`src/rtl/bitwise_seq_pkg.sv`:
```
// Shared types and defaults for the bitwise sequencer and its iteration counter.
package bitwise_seq_pkg;

    localparam int unsigned DEF_WIDTH = 8;
    localparam int unsigned DEF_CNTW  = 4;

    typedef logic [2:0] op_t;

    typedef enum logic [1:0] {
        IDLE = 2'd0,
        RUN  = 2'd1,
        DONE = 2'd2
    } state_t;

endpackage

```
`src/rtl/bitwise_sequencer_iter_counter.sv`:
```
// Remaining-iteration down-counter: loads a count, decrements per iteration,
// flags the final iteration and never wraps below zero.
module iter_counter #(
    parameter int unsigned CNTW = 4
) (
    input  logic            clk,
    input  logic            rst,
    input  logic            load_i,
    input  logic [CNTW-1:0] load_val_i,
    input  logic            dec_i,
    output logic            last_o
);

    logic [CNTW-1:0] cnt_q;
    logic [CNTW-1:0] cnt_d;

    always_comb begin
        cnt_d = cnt_q;
        if (load_i) begin
            cnt_d = load_val_i;
        end else if (dec_i && (cnt_q != '0)) begin
            cnt_d = cnt_q - CNTW'(1);
        end
    end

    always_ff @(posedge clk or posedge rst) begin
        if (rst) begin
            cnt_q <= '0;
        end else begin
            cnt_q <= cnt_d;
        end
    end

    assign last_o = (cnt_q == CNTW'(1));

endmodule

```
`src/rtl/bitwise_sequencer.sv`:
```
// Iterates an external bitwise unit N times over a working a/carry pair,
// feeding each result back as the next operand; all bw_* drives are registered.
module bitwise_sequencer
    import bitwise_seq_pkg::*;
#(
    parameter int unsigned WIDTH = DEF_WIDTH,
    parameter int unsigned CNTW  = DEF_CNTW
) (
    input  logic             clk,
    input  logic             rst,
    input  logic             start,
    input  op_t              cmd_op,
    input  logic [WIDTH-1:0] cmd_a,
    input  logic [WIDTH-1:0] cmd_b,
    input  logic             cmd_cin,
    input  logic [CNTW-1:0]  cmd_count,
    output op_t              bw_op,
    output logic [WIDTH-1:0] bw_a,
    output logic [WIDTH-1:0] bw_b,
    output logic             bw_cin,
    input  logic [WIDTH-1:0] bw_q,
    input  logic             bw_cout,
    output logic             busy,
    output logic             done,
    output logic [WIDTH-1:0] res_q,
    output logic             res_cout
);

    state_t           state_q;
    op_t              op_q;
    logic [WIDTH-1:0] wa_q;
    logic [WIDTH-1:0] b_q;
    logic             wc_q;
    logic             last_iter;
    logic             accept;

    assign accept = (state_q == IDLE) && start;

    iter_counter #(
        .CNTW (CNTW)
    ) u_iter_counter (
        .clk        (clk),
        .rst        (rst),
        .load_i     (accept),
        .load_val_i (cmd_count),
        .dec_i      (state_q == RUN),
        .last_o     (last_iter)
    );

    always_ff @(posedge clk or posedge rst) begin
        if (rst) begin
            state_q  <= IDLE;
            op_q     <= '0;
            wa_q     <= '0;
            b_q      <= '0;
            wc_q     <= 1'b0;
            busy     <= 1'b0;
            done     <= 1'b0;
            res_q    <= '0;
            res_cout <= 1'b0;
        end else begin
            case (state_q)
                IDLE: begin
                    if (start) begin
                        op_q <= cmd_op;
                        b_q  <= cmd_b;
                        wa_q <= cmd_a;
                        wc_q <= cmd_cin;
                        busy <= 1'b1;
                        // A zero-length command completes straight from the latched operands.
                        if (cmd_count == '0) begin
                            state_q  <= DONE;
                            done     <= 1'b1;
                            res_q    <= cmd_a;
                            res_cout <= cmd_cin;
                        end else begin
                            state_q <= RUN;
                        end
                    end
                end
                RUN: begin
                    wa_q <= bw_q;
                    wc_q <= bw_cout;
                    if (last_iter) begin
                        state_q  <= DONE;
                        done     <= 1'b1;
                        res_q    <= bw_q;
                        res_cout <= bw_cout;
                    end
                end
                DONE: begin
                    state_q <= IDLE;
                    done    <= 1'b0;
                    busy    <= 1'b0;
                end
                default: begin
                    state_q <= IDLE;
                    done    <= 1'b0;
                    busy    <= 1'b0;
                end
            endcase
        end
    end

    assign bw_op  = op_q;
    assign bw_b   = b_q;
    assign bw_a   = wa_q;
    assign bw_cin = wc_q;

endmodule

```
`config.mk`:
```
export PLATFORM = sky130hd
export DESIGN_NAME = bitwise_sequencer
export DESIGN_NICKNAME = d
export VERILOG_FILES = /design/src/rtl/bitwise_seq_pkg.sv /design/src/rtl/bitwise_sequencer_iter_counter.sv /design/src/rtl/bitwise_sequencer.sv
export SDC_FILE = /design/constraint.sdc
export NUM_CORES = 1
export LEC_CHECK = 0
export ABC_AREA = 1
export CORE_MARGIN = 2
export CORE_UTILIZATION = 39
export CTS_CLUSTER_DIAMETER = 80
export DETAILED_ROUTE_END_ITERATION = 6
export GPL_ROUTABILITY_DRIVEN = 0
export HOLD_SLACK_MARGIN = 0.12
export PLACE_DENSITY = 0.75
export SYNTH_ARGS = -nofsm -noshare
export SYNTH_HDL_FRONTEND = slang
export SYNTH_SLANG_ARGS = --single-unit
export TNS_END_PERCENT = 20
```
`constraint.sdc`:
```
create_clock -name clk -period 1.35 [get_ports clk]
set_input_delay 0.135 -clock clk [delete_from_list [all_inputs] [get_ports clk]]
set_output_delay 0.135 -clock clk [all_outputs]
set_load 0.02 [all_outputs]
```
==> results of run 1 <==
layout make-up:
class	instances	area (um2)
fill	398	1667
inverter	11	41.29
clock inverter	3	17.52
timing repair buffer	82	749.5
sequential	37	925.9
tap	52	65.06
multi-input combinational	163	789.5
clock buffer	5	68.82
repair_timing:
item                                    CTS  global route
hold buffers                              0             0
hold endpoints to repair                  0             0
endpoints found under the setup margin   40            14
buffers inserted                          0             1
resized for setup                        32            15
gates cloned                              0             1
pin swaps                                 0             6
Yosys cell counts, types with 2 or more instances:
| cell | count |
|---|---|
| nand2_1 | 120 |
| dfrtp_1 | 37 |
| nand3_1 | 24 |
| inv_1 | 9 |
| buf_2 | 4 |
| buf_6 | 3 |
| ha_1 | 3 |
| nor2_1 | 3 |
| o21ai_0 | 3 |
| inv_2 | 2 |
| nand2_2 | 2 |
| nand3_2 | 2 |
cell families (layout without fill, tap and decap cells):
family / Yosys count / count (layout) / synth area share
flops: 37 / 37 / 0.5316
fa+ha+maj: 3 / 3 / 0.02155
xor+xnor: 1 / 1 / 0.005030
compound gates: 5 / 6 / 0.02299
simple gates: 153 / 153 / 0.3599
buf+inv: 19 / 101 / 0.05891
metal layers:
| metal | GRT usage | wire (um) | vias up |
|---|---|---|---|
| met1 | 0.2516 | 1917 | 778 |
| met3 | 0.03989 | 273 | 4 |
| li1 | - | - | 839 |
| met5 | 0 | 0 | - |
| met2 | 0.2928 | 2253 | 54 |
| met4 | 0.05660 | 43 | 0 |
registers in the layout, summed over array words and instances (netlist names):
register,flops
u_iter_counter.cnt_q,4
bw_a,8
bw_b,8
bw_op,3
done,1
busy,1
bw_cin,1
state_q,2
res_q,8
res_cout,1
cell usage in the layout, fill, tap and decap left out, types with 5 or more instances in the layout:
cell type	count
inv_1	8
clkbuf_8	5
buf_4	14
nand2_1	119
dlygate4sd2_1	31
nand3_1	18
nand3_2	5
dfrtp_1	37
clkdlybuf4s50_1	35
worst max-delay path, delay by kind of cell (launching register included):
| kind | cells | cell delay, ns |
|---|---|---|
| adders and majority gates | 1 | 0.14 |
| buffers and inverters | 2 | 0.24 |
| and+or+nand+nor | 3 | 0.26 |
| DFF | 1 | 0.39 |
| AOI/OAI and AO/OA | 1 | 0.24 |
stage by stage:
stage               TNS (ns)  instances    util  instance area, um2
floorplan                  0        218       -                1742
global placement      -1.207        343  0.5825                2519
detailed placement    -1.280        343  0.5825                2519
CTS                 -0.01592        351  0.5935                2566
global route         -0.1890        353  0.6146                2658
finish                     0        353  0.6146                2658
final timing paths:
kind	cells after the start	start	end
worst min-delay path	3	rst	bw_b[1]$_DFFE_PP0P_
min in group clk	3	cmd_b[3]	bw_b[3]$_DFFE_PP0P_
max in group asynchronous	3	rst	bw_a[6]$_DFFE_PP0P_
worst max register to register	7	u_iter_counter.cnt_q[1]$_DFFE_PP0P_	res_q[3]$_DFFE_PP0P_
worst min register to register	2	bw_b[2]$_DFFE_PP0P_	bw_b[2]$_DFFE_PP0P_
worst max-delay path	7	u_iter_counter.cnt_q[1]$_DFFE_PP0P_	res_q[3]$_DFFE_PP0P_
power breakdown:
group	leakage [nW]	switching [mW]	internal, mW	total (mW)
Sequential	0.454	0.315	1.67	1.98
Clock	0.0439	0.402	0.356	0.758
Combinational	0.928	2.32	1.47	3.78
Total	1.43	3.03	3.49	6.52
==> out/qor.csv, run 1 <==
metric;value;unit
share of the synthesized area in the top cell type;0.5316;
Tmin final;1.330;ns
first-pass iteration count of the detailed router;6;
sequential fraction of the synthesis area;0.5316;
top post-synthesis cells by area;dfrtp_1 53%, nand2_1 26%, nand3_1 6.9%, ha_1 2.2%, inv_1 1.9%;
Highest Clock Rate;0.7517;GHz
pin count of the biggest net entering global routing;27;
All-Layer GR Usage;0.1834;
Arrival @ worst endpoint;1.56;ns
# rows;24;
clock root buffer master;clkbuf_8;
CTS Sinks;37;
first-pass GRT wire length;7362;um
Mean Syn Cell Area;7.989;um2
CP Capture Type;flop;
initial antenna violation count;0;
CP Data Required Time;1.58;ns
Top FF cell, synth;dfrtp_1;
cell taking the most area after synthesis;dfrtp_1;
Slew @ Worst Pin;0.3356;ns
DRT iter0 DRCs;73;
CP Cell Sequence;inv_2 -> ha_4 -> nand3_4 -> buf_6 -> o21ai_4 -> nand3_2 -> nand2_1;
Congestion Overflow GR;0;
flop-to-flop setup slack;0.02;ns
layout cells sized above 1;0.1395;
Layout Nets;339;
DRC errors left;0;
Distinct cells, synth;18;
Max VDD drop;1.096;mV
clk_skew;0.007804;ns
CP Class;reg -> reg;
CTS clk-pin slew, worst paths;0.08;ns
Top-Level Pins;67;
routed length per placed instance;12.71;um
worst hold slack;0.1595;ns
DRT antenna net count;0;
Worst Setup Slack, final;0.01967;ns
total CTS buffers;5;
Hold Fails Final Rpt;0;
Synth Warn #;0;
synthesis-to-layout area growth;52.59;%
Mapped Nets;257;
Final period util;0.9854;
detail-routed via count per cell;4.745;
CTS max path bufs;2;
clock latency on the worst-skew pair;0.29;ns
cells after synthesis;218;
Vias;1675;
Post-synth EDFFs;0;
RSZ-0062 raised after global routing;true;
Yosys reg bits;37;
Starting Density;0.4028;
Max Cap Violations;0;
mapped cell area;1742;um2
status;finished clean;
Final Power;6.523;mW
Lkg Pwr;1.426;nW
vias in the first global route;1607;
Slew Viols, Final;0;
power per cell area;2455;nW/um2
Setup-failing EPs final;0;
die area;5016;um2
crit path max-delay cell type;dfrtp_1;
Synth async-reset ratio;1.000;
pre-CTS setup slack;-0.06873;ns
HPWL after DPL;3309;um
area of the core;4324;um2
Die X;70.83;um
CP Max Fanout;5;
worst hold path type;in -> async;
WL final;4487;um
crit-path max cell delay;0.39;ns
Ant. Diodes;0;
# H-tree levels;2;
Slew HR;0.7763;
Die Height;70.83;um
CTS tree;yes;
Port Buffer Count;66;
crit start category;flop;
No activity file was read; power rests on OpenSTA's default activity.
==> inputs of run 2 (changes only) <==
- CORE_UTILIZATION: 39 -> 40
- PLACE_DENSITY: 0.75 -> 0.76
- SYNTH_HIERARCHICAL: unset -> 1
==> run 2 against run 1 <==
  * The run now ends with setup timing left
  * Area after synthesis increased by 4.2%
  * Routed wire length about the same
  * Final cell count increased by 2.3%
  * Global-route usage increased by 0.62 points
  * Via count increased by 2.1%
  * Clock power decreased by 2%
  * First-iteration DRC count increased by 51%
  * Synthesized cell count increased by 2.8%
  * Sequential power about the same
  * Core utilization increased by 1.8 points
  * Largest power group unchanged
  * Highest routed layer unchanged
==> out/qor.csv, run 2 <==
metric;value;unit;change
Layout Nets;346;;was 339
Slew HR;0.8427;;was 0.7763
most used cells in the layout excluding fill and tap cells;116 x nand2_1, 37 x dfrtp_1, 35 x clkdlybuf4s50_1;;was 119 x nand2_1, 37 x dfrtp_1, 35 x clkdlybuf4s50_1
Top-Level Pins;67;;unchanged
Mapped Nets;262;;was 257
pre-CTS setup slack;-0.07647;ns;was -0.06873 ns
Distinct cells, synth;22;;was 18
Reg-to-Reg Start;u_iter_counter/cnt_q[1]$_DFFE_PP0P_;;was u_iter_counter.cnt_q[1]$_DFFE_PP0P_
Tmin final;1.473;ns;was 1.330 ns
CTS clk-pin slew, worst paths;0.07;ns;was 0.08 ns
vias in the first global route;1658;;was 1607
Ant. Diodes;0;;unchanged
fin cells;361;;was 353
total CTS buffers;5;;unchanged
Die X;71.37;um;was 70.83 um
CP Data Required Time;1.54;ns;was 1.58 ns
clock latency on the worst-skew pair;0.29;ns;about the same
CTS tree;yes;;unchanged
DRT iter0 DRCs;110;;was 73
Post-synth top cells;118 x nand2_1, 37 x dfrtp_1, 21 x nand3_1, 10 x inv_1, 5 x nand2_2;;was 120 x nand2_1, 37 x dfrtp_1, 24 x nand3_1, 9 x inv_1, 4 x buf_2
RSZ-0062 raised after global routing;true;;unchanged
initial antenna violation count;0;;unchanged
routed length per placed instance;12.44;um;was 12.71 um
layout cells sized above 1;0.1812;;was 0.1395
WL final;4491;um;was 4487 um
Placed Cells;350;;was 343
fin util;0.6330;;was 0.6146
flop-to-flop setup slack;-0.12;ns;was 0.02 ns
commonest non-fill, non-tap cell in the layout;nand2_1;;unchanged
Sequential Area;925.9;um2;unchanged
pin count of the biggest net entering global routing;34;;was 27
Congestion Overflow GR;0;;unchanged
clk_skew;0.005701;ns;was 0.007804 ns
most frequent cell after synthesis;nand2_1;;unchanged
All-Layer GR Usage;0.1896;;was 0.1834
Vias;1710;;was 1675
mapped cell area;1815;um2;was 1742 um2
HPWL after DPL;3335;um;was 3309 um
Yosys reg bits;37;;unchanged
CTS Sinks;37;;unchanged
status;finished, violations left;;was finished clean
Slew @ Worst Pin;0.2350;ns;was 0.3356 ns
cell taking the most area after synthesis;dfrtp_1;;unchanged
Max Cap Violations;0;;unchanged
Hold Crit Endpoint;bw_b[4]$_DFFE_PP0P_;;
DRT antenna net count;0;;unchanged
CP Capture Type;flop;;unchanged
worst hold path type;in -> reg;;was in -> async
Top FF cell, synth;dfrtp_1;;unchanged
Filler Cell Count;355;;was 398
Reg2Reg Depth;9;;was 7
multi-input logic area;819.5;um2;was 789.5 um2
Hold Fails Final Rpt;0;;unchanged
Mean Syn Cell Area;8.105;um2;was 7.989 um2
Port Buffer Count;66;;unchanged
# rows;24;;unchanged
Lkg Pwr;1.479;nW;was 1.426 nW
failing checks;setup timing;;
Final period util;1.091;;was 0.9854
Slew Viols, Final;0;;unchanged
top post-synthesis cells by area;dfrtp_1 51%, nand2_1 24%, nand3_1 5.8%, inv_1 2.1%, nand2_4 1.9%;;was dfrtp_1 53%, nand2_1 26%, nand3_1 6.9%, ha_1 2.2%, inv_1 1.9%
die area;5094;um2;was 5016 um2
Worst Setup Slack, final;-0.1225;ns;was 0.01967 ns
share of the synthesized area in the top cell type;0.5100;;was 0.5316
Highest Clock Rate;0.6791;GHz;was 0.7517 GHz
detail-routed via count per cell;4.737;;was 4.745
Die Height;71.37;um;was 70.83 um
synthesis-to-layout area growth;51.83;%;was 52.59%
Setup-failing EPs final;10;;was 0
Starting Density;0.4170;;was 0.4028
Final Power;6.701;mW;was 6.523 mW
Post-synth EDFFs;0;;unchanged
sequential fraction of the synthesis area;0.5100;;was 0.5316
power per cell area;2431;nW/um2;was 2455 nW/um2
CTS max path bufs;2;;unchanged
Synth Warn #;6;;was 0
Hold Path Depth;3;;
area of the core;4354;um2;was 4324 um2
CP Class;reg -> reg;;unchanged
DRC errors left;0;;unchanged
CP Max Fanout;8;;was 5
worst hold slack;0.3763;ns;was 0.1595 ns
cells after synthesis;224;;was 218
reg2reg end;res_q[2]$_DFFE_PP0P_;;was res_q[3]$_DFFE_PP0P_
first-pass iteration count of the detailed router;4;;was 6
crit start category;flop;;unchanged
Synth async-reset ratio;1.000;;unchanged
Worst Hold Launch;cmd_b[4];;
Max VDD drop;1.035;mV;was 1.096 mV
# H-tree levels;2;;unchanged
first-pass GRT wire length;7534;um;was 7362 um
clock root buffer master;clkbuf_8;;unchanged
Arrival @ worst endpoint;1.66;ns;was 1.56 ns
run 2: changes by cell type after synthesis, sizes merged:
cell	before	now
or2	1	0
xnor2	1	0
ha	3	2
clkbuf	0	1
inv	11	14
a22o	1	0
nand3	26	24
nor2	4	6
buf	8	6
nor3b	0	1
nand2	122	127
nand3b	0	2
run 2: metal layers:
| metal | vias up | global-route usage | share of wire | routed length, um |
|---|---|---|---|---|
| li1 | 865 | - | - | - |
| met1 | 783 | 0.2431 | 0.42 | 1897 |
| met2 | 54 | 0.3107 | 0.50 | 2254 |
| met3 | 8 | 0.03797 | 0.056 | 250 |
| met4 | 0 | 0.08595 | 0.020 | 89 |
| met5 | - | 0 | 0 | 0 |
run 2: cell families after synthesis:
logic type,synth area share
adders and majority gates,0.01378
DFF,0.5100
AOI/OAI and AO/OA,0.01103
buffers and inverters,0.06961
and+or+nand+nor,0.3956
run 2: power breakdown:
group	internal [mW]	total (mW)	switching, mW
combinational	1.61	4.01	2.40
clock	0.358	0.742	0.384
sequential	1.66	1.95	0.294
total	3.63	6.70	3.07
run 2: layout make-up:
class | instances | area share
flip-flops and latches | 37 | 0.3359
clock buffers | 6 | 0.02633
inverters | 14 | 0.02224
clock inverters | 2 | 0.003631
well taps | 52 | 0.02360
repair buffers | 83 | 0.2910
multi-input cells | 167 | 0.2973
run 2: through the flow:
step,TNS (ns),instance area [um2]
3_5_place_dp,-0.6292,2630
3_3_place_gp,-0.4156,2630
2_1_floorplan,-0.003936,1815
6_report,-0.8753,2756
5_1_grt,-1.706,2756
4_1_cts,-0.3989,2720
run 2: critical path: stages (launching register included):
cell and delay [ns]:
dfrtp_1 0.36, inv_2 0.05, ha_2 0.16, nor3b_1 0.12
nand3b_1 0.19, nand2_2 0.12, clkinv_4 0.10, buf_12 0.15
nand3_1 0.07, nand2_1 0.05
run 2: timing repair:
item	in CTS	in global routing
endpoints found under the setup margin	41	26
hold endpoints to repair	4	0
pin swaps	5	13
gates resized for setup	38	10
hold buffers	1	0
gates cloned	1	0
buffers inserted	1	0
run 2: worst max path at each step:
stage               cells after the start  slack, ns                   end                           startpoint
finish                                  9      -0.12  res_q[2]$_DFFE_PP0P_  u_iter_counter/cnt_q[1]$_DFFE_PP0P_
global route                            9      -0.18  res_cout$_DFFE_PP0P_  u_iter_counter/cnt_q[1]$_DFFE_PP0P_
CTS                                     9      -0.05  res_q[1]$_DFFE_PP0P_  u_iter_counter/cnt_q[1]$_DFFE_PP0P_
detailed placement                      9      -0.08  res_q[4]$_DFFE_PP0P_  u_iter_counter/cnt_q[1]$_DFFE_PP0P_
global placement                        9      -0.05  res_q[0]$_DFFE_PP0P_  u_iter_counter/cnt_q[1]$_DFFE_PP0P_
floorplan                              10     -0.004      done$_DFFE_PP0P_  u_iter_counter/cnt_q[1]$_DFFE_PP0P_
==> inputs of run 3 (changes only) <==
- CELL_PAD_IN_SITES_DETAIL_PLACEMENT: unset -> 0
- CELL_PAD_IN_SITES_GLOBAL_PLACEMENT: unset -> 1
- CORE_UTILIZATION: 40 -> 28
- PLACE_DENSITY: 0.76 -> unset
- PLACE_DENSITY_LB_ADDON: unset -> 0.1
==> run 3 against run 2 <==
  * The run still ends with setup timing left
  * Core utilization shrank 18 points
  * Power grew 4.0%
  * Sequential power is essentially flat
  * Via count shrank 4.9%
  * Critical path type unchanged
  * Critical endpoint is now res_q[0]$_DFFE_PP0P_
  * Largest cell class unchanged
  * Largest power group unchanged
==> out/qor.csv, run 3 (synthesis gave the netlist of run 2 again) <==
metric;value;unit;change
DRT antenna net count;0;;unchanged
Critical Path Start;u_iter_counter/cnt_q[1]$_DFFE_PP0P_;;unchanged
clock root buffer master;clkbuf_8;;unchanged
Slew @ Worst Pin;0.2304;ns;was 0.2350 ns
CP Buf/Inv Count;3;;unchanged
crit start category;flop;;unchanged
Port Buffer Count;66;;unchanged
pin count of the biggest net entering global routing;34;;unchanged
Reg-to-Reg Start;u_iter_counter/cnt_q[1]$_DFFE_PP0P_;;unchanged
commonest non-fill, non-tap cell in the layout;nand2_1;;unchanged
# rows;29;;was 24
multi-input logic area;832.0;um2;was 819.5 um2
initial antenna violation count;0;;unchanged
crit-path max cell delay;0.36;ns;about the same
Ant. Diodes;0;;unchanged
crit path max-delay cell type;dfrtp_1;;unchanged
Die X;84.52;um;was 71.37 um
WL final;4659;um;was 4491 um
Congestion Overflow GR;0;;unchanged
Arrival @ worst endpoint;1.60;ns;was 1.66 ns
area of the core;6314;um2;was 4354 um2
Top-Level Pins;67;;unchanged
first-pass GRT wire length;8017;um;was 7534 um
CP Class;reg -> reg;;unchanged
power per cell area;2447;nW/um2;was 2431 nW/um2
HPWL after DPL;3528;um;was 3335 um
Vias;1627;;was 1710
placed inst area;2664;um2;was 2630 um2
CTS tree;yes;;unchanged
CP Capture Type;flop;;unchanged
synthesis-to-layout area growth;56.86;%;was 51.83%
vias in the first global route;1647;;was 1658
Tmin final;1.420;ns;was 1.473 ns
Die Height;84.52;um;was 71.37 um
Starting Density;0.2876;;was 0.4170
Worst Setup Slack, final;-0.06980;ns;was -0.1225 ns
Slew Viols, Final;0;;unchanged
DRC errors left;0;;unchanged
layout cells sized above 1;0.1923;;was 0.1812
All-Layer GR Usage;0.1400;;was 0.1896
Lkg Pwr;1.507;nW;was 1.479 nW
first-pass iteration count of the detailed router;4;;unchanged
CTS max path bufs;2;;unchanged
failing checks;setup timing;;unchanged
clk_skew;0.009113;ns;was 0.005701 ns
fin util;0.4511;;was 0.6330
detail-routed via count per cell;4.183;;was 4.737
CP Data Required Time;1.53;ns;was 1.54 ns
Worst Hold Launch;cmd_b[6];;was cmd_b[4]
most used cells in the layout excluding fill and tap cells;117 x nand2_1, 37 x dfrtp_1, 35 x clkdlybuf4s50_1;;was 116 x nand2_1, 37 x dfrtp_1, 35 x clkdlybuf4s50_1
Sequential Area;925.9;um2;unchanged
die area;7144;um2;was 5094 um2
Final period util;1.052;;was 1.091
Highest Clock Rate;0.7043;GHz;was 0.6791 GHz
clock latency on the worst-skew pair;0.28;ns;was 0.29 ns
Max Cap Violations;0;;unchanged
fin area;2848;um2;was 2756 um2
total CTS buffers;5;;unchanged
Worst path top cell family by delay;simple AND/OR/NAND/NOR gates;;unchanged
RSZ-0062 raised after global routing;true;;unchanged
Filler Cell Count;662;;was 355
Setup-failing EPs final;9;;was 10
Slew HR;0.8470;;was 0.8427
CP Max Fanout;7;;was 8
CTS Sinks;37;;unchanged
CP Cell Sequence;inv_2 -> ha_2 -> nor3b_2 -> nand3b_1 -> nand2_2 -> inv_6 -> buf_12 -> nand3_2 -> nand2_1;;was inv_2 -> ha_2 -> nor3b_1 -> nand3b_1 -> nand2_2 -> clkinv_4 -> buf_12 -> nand3_1 -> nand2_1
Max VDD drop;0.9056;mV;was 1.035 mV
Layout Nets;349;;was 346
Hold Fails Final Rpt;0;;unchanged
# H-tree levels;2;;unchanged
CTS clk-pin slew, worst paths;0.08;ns;was 0.07 ns
routed length per placed instance;11.98;um;was 12.44 um
status;finished, violations left;;unchanged
worst hold path type;in -> reg;;unchanged
DRT iter0 DRCs;48;;was 110
## run 3: layout make-up
cell class	count	share of cell area
Clock buffer	6	0.02900
Clock inverter	2	0.01318
Inverter	14	0.02153
Multi-Input combinational cell	167	0.2922
Sequential cell	37	0.3251
Tap cell	77	0.03383
Timing Repair Buffer	86	0.2851
## run 3: per-stage QoR
step | power (mW) | hold WS (ns) | setup slack [ns] | setup TNS [ns] | instances
2_1_floorplan | 4.428 | -0.09892 | -0.003936 | -0.003936 | 224
3_3_place_gp | 6.100 | 0.3818 | -0.08564 | -0.8694 | 377
3_5_place_dp | 6.120 | 0.3855 | -0.1430 | -1.521 | 377
4_1_cts | 7.017 | 0.3809 | -0.06411 | -0.5329 | 389
5_1_grt | 7.603 | 0.3875 | -0.1355 | -1.157 | 389
6_report | 6.969 | 0.3856 | -0.06980 | -0.4712 | 389
## run 3: worst register-to-register path: stages, from the launching register on
cell	delay [ns]
dfrtp_1	0.36
inv_2	0.05
ha_2	0.16
nor3b_2	0.14
nand3b_1	0.18
nand2_2	0.13
inv_6	0.06
buf_12	0.14
nand3_2	0.06
nand2_1	0.05
## run 3: where the power goes
part / total, mW / internal, mW / switching, mW
Clock: 0.983 / 0.600 / 0.383
Sequential: 1.95 / 1.66 / 0.289
Combinational: 4.04 / 1.64 / 2.40
## run 3: layer usage
| metal | share of wire | GRT usage | vias up |
|---|---|---|---|
| met4 | 0.011 | 0.03463 | 0 |
| met2 | 0.44 | 0.2140 | 48 |
| met1 | 0.48 | 0.1925 | 709 |
| met3 | 0.067 | 0.04621 | 5 |
| li1 | - | - | 865 |
| met5 | 0 | 0 | - |
## run 3: what timing repair did
action                     4_1_cts  5_1_grt
hold endpoints to repair         4        0
cloned                           1        0
setup endpoints to repair       44       15
resized for setup               45        4
setup buffers                    2        0
hold buffers                     1        0
pin swaps                       14        0
## run 3: path summary, 6_finish.rpt
check / cells after the start / slack (ns) / end
max in group asynchronous: 4 / 0.38 / bw_a[7]$_DFFE_PP0P_
hold / removal: 3 / 0.39 / bw_b[6]$_DFFE_PP0P_
min in group asynchronous: 3 / 0.65 / u_iter_counter/cnt_q[2]$_DFFE_PP0P_
setup reg to reg: 9 / -0.07 / res_q[0]$_DFFE_PP0P_
setup / recovery: 9 / -0.07 / res_q[0]$_DFFE_PP0P_
hold reg to reg: 2 / 0.47 / done$_DFFE_PP0P_
